--- config.mk ---
export PLATFORM = sky130hd
export DESIGN_NAME = ud_step_ctrl_flat
export DESIGN_NICKNAME = d
export VERILOG_FILES = /design/src/rtl/ud_step_ctrl_if.sv /design/src/rtl/ud_step_ctrl.sv /design/src/flat_wrapper.sv
export SDC_FILE = /design/constraint.sdc
export NUM_CORES = 1
export LEC_CHECK = 0
export ABC_AREA = 1
export BUFFER_PORTS_ARGS = -buffer_cell sky130_fd_sc_hd__buf_2
export CORE_MARGIN = 2
export CORE_UTILIZATION = 54
export DETAILED_ROUTE_END_ITERATION = 8
export GPL_ROUTABILITY_DRIVEN = 1
export GPL_TIMING_DRIVEN = 0
export PLACE_DENSITY = 0.81
export SLEW_MARGIN = 20
export SYNTH_ARGS = -nofsm -noshare
export SYNTH_HDL_FRONTEND = slang
export SYNTH_SLANG_ARGS = --single-unit
export TNS_END_PERCENT = 20
--- constraint.sdc ---
create_clock -name CLK -period 2.9 [get_ports CLK]
set_input_delay 0.145 -clock CLK [delete_from_list [all_inputs] [get_ports CLK]]
set_output_delay 0.145 -clock CLK [all_outputs]
set_load 0.01 [all_outputs]
--- src/rtl/ud_step_ctrl_if.sv ---
// ud_step_ctrl_if: control bus between ud_step_ctrl (master) and the up/down counter it drives.
interface ud_step_ctrl_if #(parameter int Data_width = 4);
  logic                  START;
  logic                  MODE;
  logic [Data_width-1:0] TARGET;
  logic                  ABORT;
  logic [Data_width-1:0] Q_FB;
  logic                  LD;
  logic                  UD;
  logic                  CE;
  logic [Data_width-1:0] D;
  logic                  BUSY;
  logic                  DONE;
  modport master (input START, MODE, TARGET, ABORT, Q_FB,
                  output LD, UD, CE, D, BUSY, DONE);
  modport slave  (output START, MODE, TARGET, ABORT, Q_FB,
                  input LD, UD, CE, D, BUSY, DONE);
endinterface

--- src/rtl/ud_step_ctrl.sv ---
// ud_step_ctrl: steps or loads an up/down counter until its feedback equals a latched target.
module ud_step_ctrl #(
  parameter int Data_width = 4,
  parameter int Step_div   = 4
) (
  input logic CLK,
  input logic RST_N,
  ud_step_ctrl_if.master bus
);
  localparam int CW = $clog2(Step_div);
  typedef enum logic [2:0] {IDLE, COMPARE, STEP, WAIT, LOAD, FINISH} state_t;
  state_t state_q, state_d;
  logic ld_q, ld_d, ud_q, ud_d, ce_q, ce_d, done_q, done_d, busy_q, busy_d, abort;
  logic [Data_width-1:0] d_q, d_d, tgt_q, tgt_d;
  logic [CW-1:0] cnt_q, cnt_d;
  assign abort = bus.ABORT && (state_q inside {COMPARE, STEP, WAIT, LOAD});
  always_ff @(posedge CLK or negedge RST_N)
    if (!RST_N) begin
      state_q <= IDLE;
      ld_q    <= 1'b0;
      ud_q    <= 1'b0;
      ce_q    <= 1'b0;
      done_q  <= 1'b0;
      busy_q  <= 1'b0;
      d_q     <= '0;
      tgt_q   <= '0;
      cnt_q   <= '0;
    end else begin
      state_q <= state_d;
      ld_q    <= ld_d;
      ud_q    <= ud_d;
      ce_q    <= ce_d;
      done_q  <= done_d;
      busy_q  <= busy_d;
      d_q     <= d_d;
      tgt_q   <= tgt_d;
      cnt_q   <= cnt_d;
    end
  always_comb begin
    state_d = state_q;
    case (state_q)
      IDLE:    if (bus.START) state_d = bus.MODE ? LOAD : COMPARE;
      COMPARE: state_d = (bus.Q_FB == tgt_q) ? FINISH : STEP;
      STEP:    state_d = WAIT;
      WAIT:    if (cnt_q == CW'(1)) state_d = COMPARE;
      LOAD:    state_d = FINISH;
      FINISH:  state_d = IDLE;
      default: state_d = IDLE;
    endcase
    if (abort) state_d = IDLE;
  end
  // Outputs are registered from the next state so they line up with the state they belong to.
  always_comb begin
    ld_d   = state_d == LOAD;
    ce_d   = state_d == STEP || state_d == LOAD;
    done_d = state_d == FINISH;
    busy_d = state_d != IDLE;
    ud_d   = (state_q == COMPARE && state_d == STEP) ? (tgt_q > bus.Q_FB) : ud_q;
    d_d    = (state_d == LOAD) ? bus.TARGET : d_q;
    tgt_d  = (state_q == IDLE && bus.START) ? bus.TARGET : tgt_q;
    cnt_d  = (state_q == STEP) ? CW'(Step_div - 1) : (state_q == WAIT) ? cnt_q - CW'(1) : cnt_q;
  end
  assign bus.LD   = ld_q;
  assign bus.UD   = ud_q;
  assign bus.CE   = ce_q;
  assign bus.D    = d_q;
  assign bus.BUSY = busy_q;
  assign bus.DONE = done_q;
endmodule

--- src/flat_wrapper.sv ---
// flat-port wrapper written by rule: the top's interface ports become plain ports
module ud_step_ctrl_flat 
#(
  parameter int Data_width = 4,
  parameter int Step_div   = 4
)
  (CLK, RST_N, bus_START, bus_MODE, bus_TARGET, bus_ABORT, bus_Q_FB, bus_LD, bus_UD, bus_CE, bus_D, bus_BUSY, bus_DONE);
  ud_step_ctrl_if #(.Data_width(Data_width)) bus_i ();
  input logic CLK;
  input logic RST_N;
  input wire logic [$bits(bus_i.START)-1:0] bus_START;
  input wire logic [$bits(bus_i.MODE)-1:0] bus_MODE;
  input wire logic [$bits(bus_i.TARGET)-1:0] bus_TARGET;
  input wire logic [$bits(bus_i.ABORT)-1:0] bus_ABORT;
  input wire logic [$bits(bus_i.Q_FB)-1:0] bus_Q_FB;
  output wire logic [$bits(bus_i.LD)-1:0] bus_LD;
  output wire logic [$bits(bus_i.UD)-1:0] bus_UD;
  output wire logic [$bits(bus_i.CE)-1:0] bus_CE;
  output wire logic [$bits(bus_i.D)-1:0] bus_D;
  output wire logic [$bits(bus_i.BUSY)-1:0] bus_BUSY;
  output wire logic [$bits(bus_i.DONE)-1:0] bus_DONE;
  assign bus_i.START = bus_START;
  assign bus_i.MODE = bus_MODE;
  assign bus_i.TARGET = bus_TARGET;
  assign bus_i.ABORT = bus_ABORT;
  assign bus_i.Q_FB = bus_Q_FB;
  assign bus_LD = bus_i.LD;
  assign bus_UD = bus_i.UD;
  assign bus_CE = bus_i.CE;
  assign bus_D = bus_i.D;
  assign bus_BUSY = bus_i.BUSY;
  assign bus_DONE = bus_i.DONE;
  ud_step_ctrl #(.Data_width(Data_width), .Step_div(Step_div)) u_core (.CLK(CLK), .RST_N(RST_N), .bus(bus_i));
endmodule
Word-level counts from Yosys, hierarchy flattened
Cells that the tools add are included.
{ "totals": {"reg_bits": 18, "output_inout_bits": 9, "wordCells": 36} }
{ "classes": {"n_addsub": 1, "order_cmp": 1, "n_eq_ne": 9, "muxes": 8, "n_reduce_logical": 8} }
{ "ops": {"columns": ["op", "n"], "rows": [
  ["3-bit 2-to-1 mux", 5],
  ["3-bit one-hot mux with 5 select lines", 1],
  ["3-bit by 2-bit equality test with 1-bit output (second input constant)", 3],
  ["3-bit equality test (second input constant)", 3],
  ["4-bit equality test", 1],
  ["4-bit greater-than comparator", 1],
  ["2-bit 2-to-1 mux", 2],
  ["4-bit nonzero test", 1],
  ["3-bit by 1-bit equality test with 1-bit output (second input constant)", 1],
  ["1-bit logical AND", 3],
  ["3-bit zero test", 1],
  ["3-bit nonzero test", 1],
  ["2-bit by 1-bit equality test with 1-bit output (second input constant)", 1],
  ["2-bit nonzero test", 1],
  ["2-bit by 1-bit subtractor with 2-bit output (second input constant)", 1],
  ["1-bit logical OR", 1]
]} }

Depth between registers and ports, before layout
Gate-level depths: netlist of run 1.
{ "depth": {"depth_word": 6, "mapped_depth": 10} }

Worst setup path after synthesis of run 1
Ideal clock, no wire load.
{ "synth_path": {"path_type": "reg2reg", "from": "register u_core.tgt_q[3]", "to": "register u_core.ud_q, in the netlist u_core.bus.UD", "setup_time_ps": 121, "arrival_time_ps": 1183, "slack_ps": 1596, "stages_incl_launch_ff": 10, "n_path_buf": 0, "period_less_slack_ps": 1304, "path_cell_list": "dfrtp_1 -> ha_1 -> nand2_1 -> inv_1 -> nand2_1 -> nand2_1 -> nand2_1 -> nand2_1 -> o21bai_1 -> nand2_1"} }
{ "synth_via": {"elab_chain_len": 6, "word_cells_on_any_way": 7} }
{ "synth_lines": {"columns": ["item", "line_no", "text"], "rows": [
  ["start: declaration", "ud_step_ctrl.sv:14", "logic [Data_width-1:0] d_q, d_d, tgt_q, tgt_d;"],
  ["start signal: assignment", "ud_step_ctrl.sv:36", "tgt_q <= tgt_d;"],
  ["4-bit equality test", "ud_step_ctrl.sv:43", "COMPARE: state_d = (bus.Q_FB == tgt_q) ? FINISH : STEP;"],
  ["3-bit 2-to-1 mux", "ud_step_ctrl.sv:43", null],
  ["3-bit one-hot mux with 5 select lines", "ud_step_ctrl.sv:41", "case (state_q)"],
  ["3-bit 2-to-1 mux", "ud_step_ctrl.sv:50", "if (abort) state_d = IDLE;"],
  ["3-bit by 2-bit equality test with 1-bit output", "ud_step_ctrl.sv:58", "ud_d = (state_q == COMPARE && state_d == STEP) ? (tgt_q > bus.Q_FB) : ud_q;"],
  ["1-bit logical AND", "ud_step_ctrl.sv:58", null],
  ["end signal: assignment", "ud_step_ctrl.sv:31", "ud_q <= ud_d;"],
  ["end: declaration", "ud_step_ctrl.sv:13", "logic ld_q, ld_d, ud_q, ud_d, ce_q, ce_d, done_q, done_d, busy_q, busy_d, abort;"]
]} }
Several ways; a longest one is shown, not always the timed one.
A chain may end at the register's enable or synchronous reset.

Worst setup path after layout of run 1
{ "layout_path": {"from": "register u_core.tgt_q[1]", "to": "register u_core.ud_q, in the netlist u_core.bus.UD"} }
Same word-level chain as after synthesis.

==> metrics.csv, run 1 <==
stage;metric;value;unit
critical_path;cp.required;3080;ps
global_route;grt_max_degree;19;
layout;layout_commonest_cell;nand2_1;
routing;drt_pre_antenna_iters;4;
cts;cts_root_buf;clkbuf_4;
cts;h-tree-depth;1;
synthesis;synth_mux_area_share;0;%
sta;setup_viol;0;
layout;fin_cells;146;
cts;clk_path_buf_depth;2;
routing;first_iter_violations;7;
synthesis;syn_inst;104;
sta;min_period;1430;ps
synthesis;ys_seq_area_share;51.8;%
cts;clock_sinks;18;
sta;clock_skew;6.52;ps
run;cap_viol_max_count;0;
critical_path;crit_slowest_cell;dfrtp_1;
cts;cts_tree;yes;
place;portBuffers;21;
floorplan;die_h;44.1;µm
synthesis;synth_cell_types;17;
floorplan;rows;14;
critical_path;cp_common_cell;nand2_1;
cts;clk_latency;290;ps
place;hpwlAfterDp;1180;µm
critical_path;path_max_fanout;3;
global_route;antenna_found_initial;0;
sta;tightestPinTransition;404;ps
critical_path;critPathKind;reg -> reg;
sta;setup_tns;0;ps
power_and_ir_drop;p_leak;0.000626;µW
critical_path;crit_path_start_kind;register;
floorplan;die_area;1950;µm²
layout;drive_gt1_share;23.8;%
global_route;grt_usage;19.6;%
place;place_ws;1480;ps
synthesis;synth_compound_area_share;11.1;%
layout;fin_nets;149;
critical_path;crit_path_end_kind;register;
global_route;grt.overflow.total;0;
synthesis;synthAdderAreaFrac;7.19;%
synthesis;synth_area;870;µm²
global_route;grt_pass1_wl;2790;µm
layout;final_cell_area;1040;µm²
critical_path;arrival;1610;ps
layout;fin_util;69.1;%
synthesis;yosys.area_share.simple;20.3;%
place;gp_congestion;0.827;
sta;layout_setup_ws;1470;ps
sta;period_share;49.3;%
routing;ant_nets;0;
routing;viasPerCell;5.01;
place;place_inst;141;
routing;vias;732;
synthesis;synth_nets;122;
routing;routed_wl;1530;µm
sta;fmax;700;MHz
layout;layout_common_cells;29 x nand2_1, 22 x buf_2, 20 x inv_1, 18 x dfrtp_1, 11 x o21ai_0;
sta;maxSlewHeadroom;73.0;%
critical_path;slowest_delay;400;ps
sta;grt_setup_unrepaired;no;
sta;slew_viol_final;0;
power_and_ir_drop;power_density;965;nW/µm²
place;place_area;995;µm²
sta;hold_violations;0;
floorplan;io_pins;22;
cts;cts_setup_buffers;0;
synthesis;synth_top_family_by_area;simple AND/OR/NAND/NOR gates;
critical_path;path_cells;ha_1, nand2_1, inv_1, nand2_1, nand2_1, nand2_1, nand2_1, o21bai_1, nand2_1;
power_and_ir_drop;ir_worst_vdd;0.488;mV
synthesis;syn_avg_cell_area;8.36;µm²
floorplan;start_util;57.7;%
global_route;first_global_vias;682;
synthesis;synth_xor_area_share;0;%
run_status;status;complete, no violations;
layout;synthToLayoutAreaGrowth;19.7;%
layout;diodes;0;
routing;drc_errors;0;
routing;routedWlPerCell;10.5;µm
floorplan;die_x;44.1;µm
cts;clk_pin_slew;110;ps
synthesis;ys_seq_elements;18;
cts;cts_buffers;3;
floorplan;core-area;1510;µm²
critical_path;path_buf_inv;1;
hold_path;min_path_type;in -> reg;
critical_path;cp_top_family;simple AND/OR/NAND/NOR gates;
synthesis;yosys_warnings;0;
## registers in the layout, summed over array words and instances, names as in the netlist
name	count
u_core.bus.D	4
u_core.tgt_q	4
u_core.state_q	3
u_core.cnt_q	2
u_core.bus.BUSY	1
u_core.bus.CE	1
u_core.bus.DONE	1
u_core.bus.LD	1
u_core.bus.UD	1
## area by class of cell
cell class                      instances  area [µm²]
Fill cell                             131         465
Sequential cell                        18         450
Multi-Input combinational cell         64         335
Timing Repair Buffer                   22         115
Inverter                               21        78.8
Clock buffer                            4        36.3
Tap cell                               16        20.0
Buffer                                  1        5.00
## synthesized netlist by cell type
master	n	area, µm²
dfrtp_1	18	450
buf_2	1	5.00
inv_1	20	75.1
nand3_1	5	25.0
o21ai_1	2	10.0
a21oi_1	3	15.0
nor2_1	1	3.75
nand3_2	1	10.0
o21ai_0	11	55.1
a21oi_2	1	8.76
ha_1	5	62.6
nor3_1	2	10.0
o21bai_1	1	7.51
nand4_1	1	6.26
inv_2	1	3.75
nand2_1	29	109
nor2_2	2	12.5
## repair_timing
item,CTS,global route
gates resized for setup,0,0
hold buffers,1,0
endpoints found under the hold margin,18,0
## where the power goes
group | switching, µW | internal, µW
logic | 269 | 168
registers | 57.7 | 359
clock network | 76.1 | 76.3
## path summary, 6_finish.rpt
path | cells past startpoint | start | slack (ps) | end
worst min register to register | 2 | u_core.tgt_q[0] | 500 | u_core.tgt_q[0]
worst min-delay path | 3 | bus_TARGET[3] | 100 | u_core.bus.D[3]
min in group asynchronous | 2 | RST_N | 300 | u_core.bus.D[3]
max in group asynchronous | 2 | RST_N | 2310 | u_core.bus.CE
worst max-delay path | 9 | u_core.tgt_q[1] | 1470 | u_core.bus.UD
worst max register to register | 9 | u_core.tgt_q[1] | 1470 | u_core.bus.UD
## layer usage
layer  vias to the layer above  global-route usage (%)  part of all wire [%]
met1                       338                    24.5                    45
met3                         0                    4.90                   5.2
met5                         -                       0                     0
li1                        377                       -                     -
met4                         0                    3.64                     0
met2                        17                    34.7                    50
## through the flow
| stage | total power [µW] | hold WS (ps) |
|---|---|---|
| after detailed placement | 858 | 96.0 |
| after global placement | 838 | 89.7 |
| after CTS | 1020 | 95.4 |
| after floorplan | 727 | -151 |
| final | 1010 | 96.7 |
| after global routing | 1110 | 111 |
## worst reg2reg max path, stage by stage, from the launching register on
cell	delay (ps)
dfrtp_1	400
ha_1	310
nand2_1	100
inv_1	40
nand2_1	50
nand2_1	70
nand2_1	80
nand2_1	80
o21bai_1	120
nand2_1	70
## cells by family (layout without fill, tap and decap cells)
group           Yosys count  after routing
flops                    18             18
simple gates             41             41
compound gates           18             18
fa+ha+maj                 5              5
buf+inv                  22             48
Power figures use the tool's default switching activity.
==> run 2: changes to the inputs <==
--- a/config.mk
+++ b/config.mk
@@ -8,11 +8,11 @@
 export ABC_AREA = 1
 export BUFFER_PORTS_ARGS = -buffer_cell sky130_fd_sc_hd__buf_2
 export CORE_MARGIN = 2
-export CORE_UTILIZATION = 54
+export CORE_UTILIZATION = 45
 export DETAILED_ROUTE_END_ITERATION = 8
 export GPL_ROUTABILITY_DRIVEN = 1
 export GPL_TIMING_DRIVEN = 0
-export PLACE_DENSITY = 0.81
+export PLACE_DENSITY = 0.72
 export SLEW_MARGIN = 20
 export SYNTH_ARGS = -nofsm -noshare
 export SYNTH_HDL_FRONTEND = slang
==> constraint.sdc (replaced) <==
create_clock -name CLK -period 1.2 [get_ports CLK]
set_input_delay 0.06 -clock CLK [delete_from_list [all_inputs] [get_ports CLK]]
set_output_delay 0.06 -clock CLK [all_outputs]
set_load 0.01 [all_outputs]
==> run 2 against run 1 <==
Flip-flop and latch count unchanged. First-iteration DRC count fell by 14%. Critical path depth is the same. Count of clock-buffer cells in the layout unchanged. Register-to-register slack got worse by 1700 ps. The flow now finishes with violations (negative setup slack). Worst setup slack worse by 1700 ps. Largest cell class unchanged. Power grew to 2.6 times the previous value. Combinational power rose to 2.8 times the previous value. Non-clock buffer count up 1. Sequential share of layout area shrank 2.7 points. Final cell count grew 6.8%. Largest power group unchanged.
==> metrics.csv, run 2 (synthesized netlist as in run 1, its figures left out) <==
stage;metric;value;unit
critical_path;rrSetupSlack;-180;ps
layout;diodes;0;
sta;layout_setup_ws;-185;ps
cts;h-tree-depth;1;
routing;highest_layer;met4;
floorplan;io_pins;22;
power_and_ir_drop;p_leak;0.000636;µW
layout;multi_input_area;380;µm²
power_and_ir_drop;power_density;2330;nW/µm²
layout;seq_area;450;µm²
place;gp_congestion;0.797;
run;cap_viol_max_count;0;
place;place_ws;-213;ps
critical_path;critPathKind;reg -> reg;
layout;drive_gt1_share;31.3;%
cts;cts_buffers;3;
floorplan;die_h;48.0;µm
hold_path;min_from;bus_TARGET[0];
layout;layout_common_cells;23 x nand2_1, 21 x buf_2, 20 x inv_1, 18 x dfrtp_1, 8 x o21ai_0;
critical_path;r2r_start;u_core.tgt_q[1];
critical_path;crit_path_start_kind;register;
global_route;first_global_vias;648;
global_route;grt_pass1_wl;2500;µm
global_route;grt_usage;15.6;%
power_and_ir_drop;clkPwrFrac;14.0;%
cts;clock_sinks;18;
routing;first_iter_violations;6;
routing;routedWlPerCell;10.3;µm
routing;wl_met2;745;µm
layout;final_cell_area;1110;µm²
critical_path;r2r_cells;9;
routing;viasPerCell;4.67;
power_and_ir_drop;p_switching;1060;µW
place;place_area;1010;µm²
sta;fmax;722;MHz
layout;fin_nets;150;
power_and_ir_drop;ir_worst_vdd;1.44;mV
floorplan;core-area;1760;µm²
routing;met1Wirelength;788;µm
place;hpwlAfterDp;1180;µm
routing;routed_wl;1610;µm
sta;grt_setup_unrepaired;yes;
critical_path;path_max_fanout;3;
layout;synthToLayoutAreaGrowth;27.8;%
sta;min_period;1380;ps
sta;setup_viol;7;
sta;period_share;115;%
cts;clk_pin_slew;100;ps
run_status;violations;negative setup slack;
critical_path;worstReg2RegEnd;u_core.bus.UD;
cts;cts_root_buf;clkbuf_4;
layout;nFillCells;170;
global_route;grt_max_degree;19;
floorplan;rows;15;
cts;clk_latency;290;ps
global_route;grt.overflow.total;0;
place;portBuffers;21;
floorplan;die_x;48.0;µm
global_route;antenna_found_initial;0;
hold_path;min_delay_path_depth;3;
hold_path;min_path_type;in -> reg;
sta;tightestPinTransition;399;ps
power_and_ir_drop;p_int;1530;µW
floorplan;die_area;2300;µm²
sta;clock_skew;0.810;ps
sta;slew_viol_final;0;
sta;hold_violations;0;
critical_path;cp.required;1380;ps
critical_path;crit_path_end_kind;register;
routing;drc_errors;0;
routing;ant_nets;0;
power_and_ir_drop;sw_frac_of_total;40.8;%
cts;cts_tree;yes;
hold_path;holdPathEnd;u_core.bus.D[0];
power_and_ir_drop;pwr-share-comb;46.5;%
layout;layout_commonest_cell;nand2_1;
routing;drt_pre_antenna_iters;3;
run_status;status;finished, violations left;
critical_path;arrival;1570;ps
routing;vias;729;
routing;dr_wl_met3;46;µm
sta;maxSlewHeadroom;73.4;%
floorplan;start_util;49.3;%
cts;clk_path_buf_depth;2;
power_and_ir_drop;seqPwrFrac;39.5;%
[run 2: cell types whose count changed in the layout (fill, tap and decap cells not counted), sizes merged]
| cell | before | now |
|---|---|---|
| buf | 22 | 23 |
[run 2: stage by stage]
stage | power (µW) | TNS (ps) | util [%] | cells | hold slack, ps
floorplan | 1760 | -139 | - | 104 | -236
global placement | 2030 | -545 | 57.0 | 150 | 12.6
detailed placement | 2080 | -657 | 57.0 | 150 | 10.6
CTS | 2530 | -604 | 61.3 | 156 | 13.8
global route | 2840 | -1930 | 63.0 | 156 | 23.6
finish | 2590 | -590 | 63.0 | 156 | 15.1
[run 2: what timing repair did]
action / in CTS / in global routing
resized for setup: 5 / 10
setup buffers: 1 / 0
endpoints found under the setup margin: 7 / 15
pin swaps: 2 / 1
hold buffers: 1 / 0
hold endpoints to repair: 18 / 0
[run 2: final cells by class]
class                      instances  share of cell area (%)
sequential                        18                    40.5
multi-input combinational         64                    34.2
timing repair buffer              23                    11.0
inverter                          21                    7.09
clock buffer                       4                    3.27
tap                               25                    2.82
buffer                             1                    1.01
[run 2: per-layer routing]
metal  up-vias  track usage (%)
met5         -                0
met4         0             8.11
met3         4             2.26
li1        379                -
met2        15             24.5
met1       331             20.9
[run 2: worst max-delay path by stage]
stage | startpoint | endpoint | slack, ps | cells past startpoint
final | u_core.tgt_q[1] | u_core.bus.UD | -180 | 9
after floorplan | u_core.tgt_q[3] | u_core.bus.UD | -100 | 9
after detailed placement | u_core.tgt_q[3] | u_core.bus.UD | -210 | 9
after global placement | u_core.tgt_q[3] | u_core.bus.UD | -180 | 9
after CTS | u_core.tgt_q[1] | u_core.bus.UD | -190 | 9
after global routing | u_core.tgt_q[0] | u_core.bus.UD | -290 | 10
[run 2: power by group through the flow]
stage | Clock, µW | Combinational (µW) | Sequential [µW]
final | 363 | 1210 | 1020
after global routing | 390 | 1390 | 1060
after CTS | 373 | 1140 | 1010
after detailed placement | 0 | 1060 | 1020
after global placement | 0 | 1030 | 1010
after floorplan | 0 | 691 | 1060
[run 2: critical path, stage by stage (launching register included)]
cell,delay [ps]
dfrtp_1,390
ha_1,290
nand2_1,80
inv_1,40
nand2_1,70
nand2_2,70
nand2_2,90
nand2_2,60
o21bai_1,120
nand2_1,70
